### src/rtl/ctr_drbg_generate.sv
// ctr_drbg_generate: CTR_DRBG generate sequencer with XOR block function E(K,V) = V ^ K.
module ctr_drbg_generate #(
  parameter int BLOCKLEN        = 128,
  parameter int KEYLEN          = 128,
  parameter int SEEDLEN         = 256,
  parameter int RESEED_INTERVAL = 1000
) (
  input  logic                clk,
  input  logic                rst_n,
  input  logic                start,
  input  logic [KEYLEN-1:0]   Key_in,
  input  logic [BLOCKLEN-1:0] V_in,
  input  logic [31:0]         reseed_counter_in,
  input  logic [SEEDLEN-1:0]  additional_input,
  input  logic                addin_valid,
  input  logic [7:0]          num_blocks,
  output logic [BLOCKLEN-1:0] block_data,
  output logic                block_valid,
  input  logic                block_ready,
  output logic                busy,
  output logic                done,
  output logic                reseed_required,
  output logic [KEYLEN-1:0]   Key_out,
  output logic [BLOCKLEN-1:0] V_out,
  output logic [31:0]         reseed_counter_out
);
  typedef enum logic [2:0] {IDLE, UPD_A1, UPD_A2, GEN, UPD_F1, UPD_F2, DONE} state_t;
  state_t state, state_nxt;
  logic [KEYLEN-1:0]   k;
  logic [BLOCKLEN-1:0] v, tmp_hi, v_inc, e_inc;
  logic [SEEDLEN-1:0]  seed, t;
  logic [7:0]          cnt;
  logic [31:0]         ctr;
  logic                refuse, accept;
  assign v_inc       = v + BLOCKLEN'(1);
  assign e_inc       = v_inc ^ k;
  assign t           = {tmp_hi, e_inc} ^ seed;
  assign refuse      = reseed_counter_in > 32'(RESEED_INTERVAL);
  assign block_valid = state == GEN;
  assign block_data  = block_valid ? e_inc : '0;
  assign accept      = block_valid & block_ready;
  assign busy        = state != IDLE;
  assign done        = state == DONE;
  always_ff @(posedge clk or negedge rst_n)
    if (!rst_n) state <= IDLE;
    else state <= state_nxt;
  always_comb begin
    state_nxt = state;
    unique case (state)
      IDLE:    if (start) state_nxt = refuse ? DONE : addin_valid ? UPD_A1 : (num_blocks != 8'd0) ? GEN : UPD_F1;
      UPD_A1:  state_nxt = UPD_A2;
      UPD_A2:  state_nxt = (cnt != 8'd0) ? GEN : UPD_F1;
      GEN:     if (accept && cnt == 8'd1) state_nxt = UPD_F1;
      UPD_F1:  state_nxt = UPD_F2;
      UPD_F2:  state_nxt = DONE;
      default: state_nxt = IDLE;
    endcase
  end
  always_ff @(posedge clk or negedge rst_n)
    if (!rst_n) begin
      k                  <= '0;
      v                  <= '0;
      tmp_hi             <= '0;
      seed               <= '0;
      cnt                <= '0;
      ctr                <= '0;
      reseed_required    <= 1'b0;
      Key_out            <= '0;
      V_out              <= '0;
      reseed_counter_out <= '0;
    end else begin
      if (state == IDLE && start) begin
        k               <= Key_in;
        v               <= V_in;
        ctr             <= reseed_counter_in;
        seed            <= addin_valid ? additional_input : '0;
        cnt             <= num_blocks;
        reseed_required <= refuse;
        // a refused request reports its inputs back untouched
        if (refuse) begin
          Key_out            <= Key_in;
          V_out              <= V_in;
          reseed_counter_out <= reseed_counter_in;
        end
      end
      if (state == UPD_A1 || state == UPD_F1) begin
        v      <= v_inc;
        tmp_hi <= e_inc;
      end
      if (state == UPD_A2 || state == UPD_F2) begin
        k <= t[SEEDLEN-1:BLOCKLEN];
        v <= t[BLOCKLEN-1:0];
      end
      if (state == UPD_F2) begin
        Key_out            <= t[SEEDLEN-1:BLOCKLEN];
        V_out              <= t[BLOCKLEN-1:0];
        reseed_counter_out <= ctr + 32'd1;
      end
      if (accept) begin
        v   <= v_inc;
        cnt <= cnt - 8'd1;
      end
    end
endmodule

### config.mk
export PLATFORM = sky130hd
export DESIGN_NAME = ctr_drbg_generate
export DESIGN_NICKNAME = d
export VERILOG_FILES = /design/src/rtl/ctr_drbg_generate.sv
export SDC_FILE = /design/constraint.sdc
export NUM_CORES = 2
export LEC_CHECK = 0
export BUFFER_PORTS_ARGS = -buffer_cell sky130_fd_sc_hd__buf_4
export CORE_AREA = 2 2 378 380
export CTS_CLUSTER_DIAMETER = 40
export DETAILED_ROUTE_END_ITERATION = 12
export DIE_AREA = 0 0 380 382
export PLACE_DENSITY_LB_ADDON = 0.2
export SLEW_MARGIN = 20
export SYNTH_ARGS = -nofsm -noshare
export SYNTH_HDL_FRONTEND = slang
export SYNTH_SLANG_ARGS = --single-unit
export TNS_END_PERCENT = 50
### constraint.sdc
create_clock -name clk -period 3.4 [get_ports clk]
set_input_delay 0.51 -clock clk [delete_from_list [all_inputs] [get_ports clk]]
set_output_delay 0.51 -clock clk [all_outputs]
set_load 0.005 [all_outputs]
* Word-level counts from Yosys, hierarchy flattened
Cells that the tools add are included.
Storage, ports and cells: bits in registers 972, bits of input ports 557, output and inout port bits 420, logic and storage cells 68
Operators by class: $add $sub $neg 3, $lt $le $gt $ge 1, equal/unequal tests 9, muxes and demuxes 26, bitwise operators 3, reduce and logical (&&, ||, !) cells 15
Operators with widths (number):
- $mux W128 | 13
- $mux W256 | 1
- $xor A256 B256 Y256 | 1
- $add A128 B1 Y128 const B | 1
- $xor A128 B128 Y128 | 1
- $mux W32 | 3
- $add A32 B1 Y32 const B | 1
- $gt A32 B10 Y1 const B | 1
- $mux W3 | 6
- $pmux W3 S6 | 1
- $mux W8 | 2
- $reduce_bool A8 Y1 | 2
- $eq A3 B3 Y1 const B | 3
- $eq A8 B1 Y1 const B | 1
- $reduce_bool A2 Y1 | 4
- $sub A8 B1 Y8 const B | 1
- $eq A3 B2 Y1 const B | 2
- $reduce_and A2 Y1 | 2
- $reduce_bool A4 Y1 | 1
- $eq A3 B1 Y1 const B | 1
- $logic_not A3 Y1 | 1
- $reduce_bool A3 Y1 | 1
- $logic_and A1 B1 Y1 | 2
- $logic_or A1 B1 Y1 | 2
- 3 further kinds | 3

* Depth between registers and ports, before layout
depth in word-level cells 6, gate-level depth with buffers 13, gate-level depth less buffers 11

* Worst setup path after synthesis
No wires, ideal clock.
kind reg-to-output, start register v[24], end output block_data[101], arrival 2.626 ns, required time 2.890 ns, setup slack 0.264 ns, stages on the path, launching flop included 9, path through dfrtp_1 > clkbuf_1 > nand4_1 > nor4_2 > nand3_1 > or4_1 > xor2_1 > xor2_1 > nor2_1
On the way: word-level cells in the longest chain between the ends 3
RTL lines:
- start: declaration | RTL line 30 | logic [BLOCKLEN-1:0] v, tmp_hi, v_inc, e_inc;
- start signal: assignment | RTL line 74 | v <= V_in;
- start signal: assignment | RTL line 87 | v <= v_inc;
- start signal: assignment | RTL line 92 | v <= t[BLOCKLEN-1:0];
- $add A128 B1 Y128 | RTL line 35 | assign v_inc = v + BLOCKLEN'(1);
- $xor A128 B128 Y128 | RTL line 36 | assign e_inc = v_inc ^ k;
- $mux W128 | RTL line 40 | assign block_data = block_valid ? e_inc : '0;
- end: declaration | RTL line 17 | output logic [BLOCKLEN-1:0] block_data,
Every way passes these cells.

* Final worst setup path
start register v[0], end output block_data[110]
Same word-level chain as after synthesis.

==> results list <==
* Setup crit start kind: flop
* Ys flop type: dfrtp_1
* Std-Cell Rows: 138
- Wire length of the first global-routing pass: 375,000 µm
* Final standard cell utilization of the core: 0.589
- Syn Std Cell Area: around 53,000 µm²
- For the finished layout, the period the worst path requires is 4210 ps.
- Post-detailed-route via-to-cell ratio: 5.65
* Layout area overhead: 56.7%
* Sequential element share of the synthesized area: 0.460
- Die ar.: 145,000 µm²
- Half-perimeter wire length after detailed placement: between 150,000 and 200,000 µm
- Across every metal layer, demand over resource in global routing totals 0.341.
- Share of final-layout standard cells stronger than drive strength 1: 0.299
- R2R cell count: 13
* Path type of the worst setup path: flop to primary output
- Floorplan core area: roughly 140,000 µm²
* #FFs+latches synth: 972
- Worst Hold Class: input port to flop
* Residual DRC: 0
- Post-synth ARST share: 1.00
* Post-route clock period utilization: 1.24
- In this run the worst path has a maximum fanout of 4.
- H-tree depth reported by CTS: 4
- After layout, the design draws a total of 90.8 mW.
* Starting Density: 0.376
- Number of synthesis warnings: 0
- For the worst setup path, the data arrival time is approximately 3700 ps.
- Violations in the final reports: setup timing
- Average footprint of a synthesized cell: a little under 9 µm²
- Min-Delay Startpoint: additional_input[70]
- IR analysis of the VDD net gives a maximum drop of 0.000682 V.
* Number of distinct standard cells referenced by the synthesized netlist: 88
- Fmax: 238 MHz
* Worst clock skew: 56.4 ps
* Post-route setup slack: -810 ps
- After clock tree synthesis, the clock-pin slew on the worst setup and hold paths is 50 ps.
- At the later pin of the worst-skew pair, clock insertion delay measures 810 ps.
- Summing over every cut layer, the via total after detailed routing is 57,639.
- The flow ran to the end, but the final reports show violations.
* Total iterations of the first detailed-routing run: 7
- TritonCTS built the clock tree.
* Required time at the worst-slack endpoint: 2890 ps
* Static Leak: 38.4 nW
* EDFF count, synth: 0
- During placement, the flow inserted port buffers numbering between 900 and 1,000.
* Startpoint of the worst register-to-register path: v[10]$_DFFE_PN0P_
* Final #Nets: between 8,000 and 9,000
* Initial antenna violation count: 11
* Post-synthesis net count: approximately 6,700
- The detailed router finished its first iteration with ~5,000 violations.
* Clock tree root buffer cell: clkbuf_16
* Chip height: 382 µm
- Dividing total power by cell area gives a power density of 1100 nW/µm².
- Worst rel slew slack: 0.201
- Setup repair after global routing could not meet its margin everywhere.
* Final Hold Violating Endpoints: 0
* Total gr overflow: 0
- Entering global routing, the biggest net connects 166 pins.
- In this run the horizontal extent of the chip is 380 µm.
* Reg-to-Reg End: v[97]$_DFFE_PN0P_
* Endpoint with the worst hold slack: seed[70]$_DFFE_PN0P_
- Number of buffers inserted during clock tree synthesis: 170
- Final estimated routing congestion in global placement: 0.942
* Pins over their slew limit: 0
* Number of I/O pins: between 900 and 1,000
- The detail route stage leaves a number of antenna-violating nets equal to 0.
- Across all hold checks on the routed design, the worst slack comes to 49.0 ps.
* Synthesized netlist cell count: 6,116
- Setup violations remaining at the end of the flow were counted as 117.
* Critical Path Sink Type: primary output
- The tool flagged a number of max-cap violations equal to 0.
* Routed wire length per instance: 25.1 µm
- At the pin with the least slew margin, the transition time is 1200 ps.
- Number of global-route vias before repair: between 50,000 and 60,000
* Number of buffers on the longest clock path: 3
- Along the worst hold path, the cell count comes to 3.
- CTS sink cnt: just under 1,000
- Detailed-route wire length: 256,000 µm
* R2r setup slk: 100 ps
## how the worst max path moves through the flow
| stage | from | endpoint | cells after the start |
|---|---|---|---|
| 3_5_place_dp | v[0]$_DFFE_PN0P_ | block_data[104] | 14 |
| 3_3_place_gp | v[0]$_DFFE_PN0P_ | block_data[104] | 14 |
| 2_1_floorplan | v[24]$_DFFE_PN0P_ | block_data[101] | 8 |
| 4_1_cts | v[5]$_DFFE_PN0P_ | block_data[110] | 11 |
| 6_report | v[0]$_DFFE_PN0P_ | block_data[110] | 12 |
| 5_1_grt | v[0]$_DFFE_PN0P_ | block_data[110] | 12 |
## kinds of logic after synthesis
kind of cell | count (synthesis) | share of synthesized area
xor gates and xnor gates | 640 | 0.108
buffers and inverters | 498 | 0.0368
muxes | 19 | 0.00373
adders and majority gates | 5 | 0.00118
and+or+nand+nor | 2692 | 0.233
DFF | 972 | 0.460
AOI/OAI and AO/OA | 1290 | 0.158
## routing by layer
metal / share of wire / vias up / track usage
met3: 0.071 / 655 / 0.0550
met5: 0.000027 / - / 0
li1: - / 25528 / -
met2: 0.47 / 2826 / 0.551
met1: 0.41 / 28628 / 0.446
met4: 0.054 / 2 / 0.162
## worst max-delay path: stages, from the launching register on
cell	delay (ps)
dfrtp_1	390
ha_4	160
nand3_2	80
buf_6	140
nor4_4	290
buf_4	160
nand4_1	210
buf_4	230
or4_4	560
xnor2_4	160
xnor2_2	150
nor2_2	210
buf_4	160
## through the flow
stage,setup WS [ps],setup TNS (ps),std cells,instance area [µm²]
2_1_floorplan,264,0,6116,52900
3_3_place_gp,-418,-2850,9148,66600
3_5_place_dp,-390,-3560,9148,66600
4_1_cts,-807,-61430,10114,81000
5_1_grt,-881,-66310,10195,82900
6_report,-810,-52620,10198,83000
## layout make-up
class	instances	area [µm²]
well taps	1890	2360
diodes	9	22.5
fillers	12237	57900
repair buffers	2331	20200
clock buffers	209	4690
multi-input cells	4646	29900
inverters	34	131
clock inverters	107	1340
flip-flops and latches	972	24300
## synthesized netlist by cell type, types with 28 or more instances
cell type	instances	area share
nand2_1	1268	0.090
dfrtp_1	972	0.46
nor2_1	464	0.033
clkbuf_1	389	0.028
nand3_1	389	0.037
o21ai_0	383	0.036
xnor2_1	336	0.056
a21oi_1	326	0.031
xor2_1	296	0.049
and3_1	176	0.021
a221o_1	144	0.027
a22oi_1	124	0.018
nand4_1	98	0.012
nor3_1	74	0.0070
nor4_1	57	0.0067
o22ai_1	52	0.0061
buf_2	35	0.0033
a221oi_1	34	0.0056
inv_1	33	0.0023
buf_1	32	0.0023
o221ai_1	30	0.0050
a31oi_1	28	0.0033
## report_power, final
| group | internal (mW) | leakage, nW | switching (mW) |
|---|---|---|---|
| Combinational | 21.5 | 23.5 | 28.3 |
| Sequential | 17.6 | 11.9 | 5.54 |
| Clock | 11.2 | 2.89 | 6.65 |
| Total | 50.3 | 38.4 | 40.5 |
## sequential cells by signal (all words and copies together), names as in the netlist
name and count:
cnt 8, V_out 128, state 3, reseed_counter_out 32
reseed_required 1, ctr 32, v 128, seed 256
k 128, tmp_hi 128, Key_out 128
## what timing repair did
item,in CTS,in global routing
hold endpoints to repair,604,0
cloned,3,0
setup buffers,100,84
setup endpoints to repair,135,131
pin swaps,98,122
hold buffers,548,0
resized for setup,337,227
## cell usage in the layout, fill, tap and decap left out, types with 51 or more instances in the layout
cell | netlist | routed
dfrtp_1 | 972 | 963
o22ai_1 | 52 | 52
and3_1 | 176 | 171
o21ai_0 | 383 | 383
nand3_1 | 389 | 360
a21oi_1 | 326 | 326
xor2_1 | 296 | 219
a221o_1 | 144 | 144
dlygate4sd3_1 | 0 | 548
a22oi_1 | 124 | 124
nor2_1 | 464 | 444
clkbuf_16 | 0 | 171
buf_4 | 4 | 1605
xor2_2 | 0 | 51
nand2_1 | 1268 | 1254
nand4_1 | 98 | 98
buf_6 | 2 | 97
buf_12 | 0 | 73
xnor2_1 | 336 | 263
Note: power is estimated with default switching activity, not from simulation.
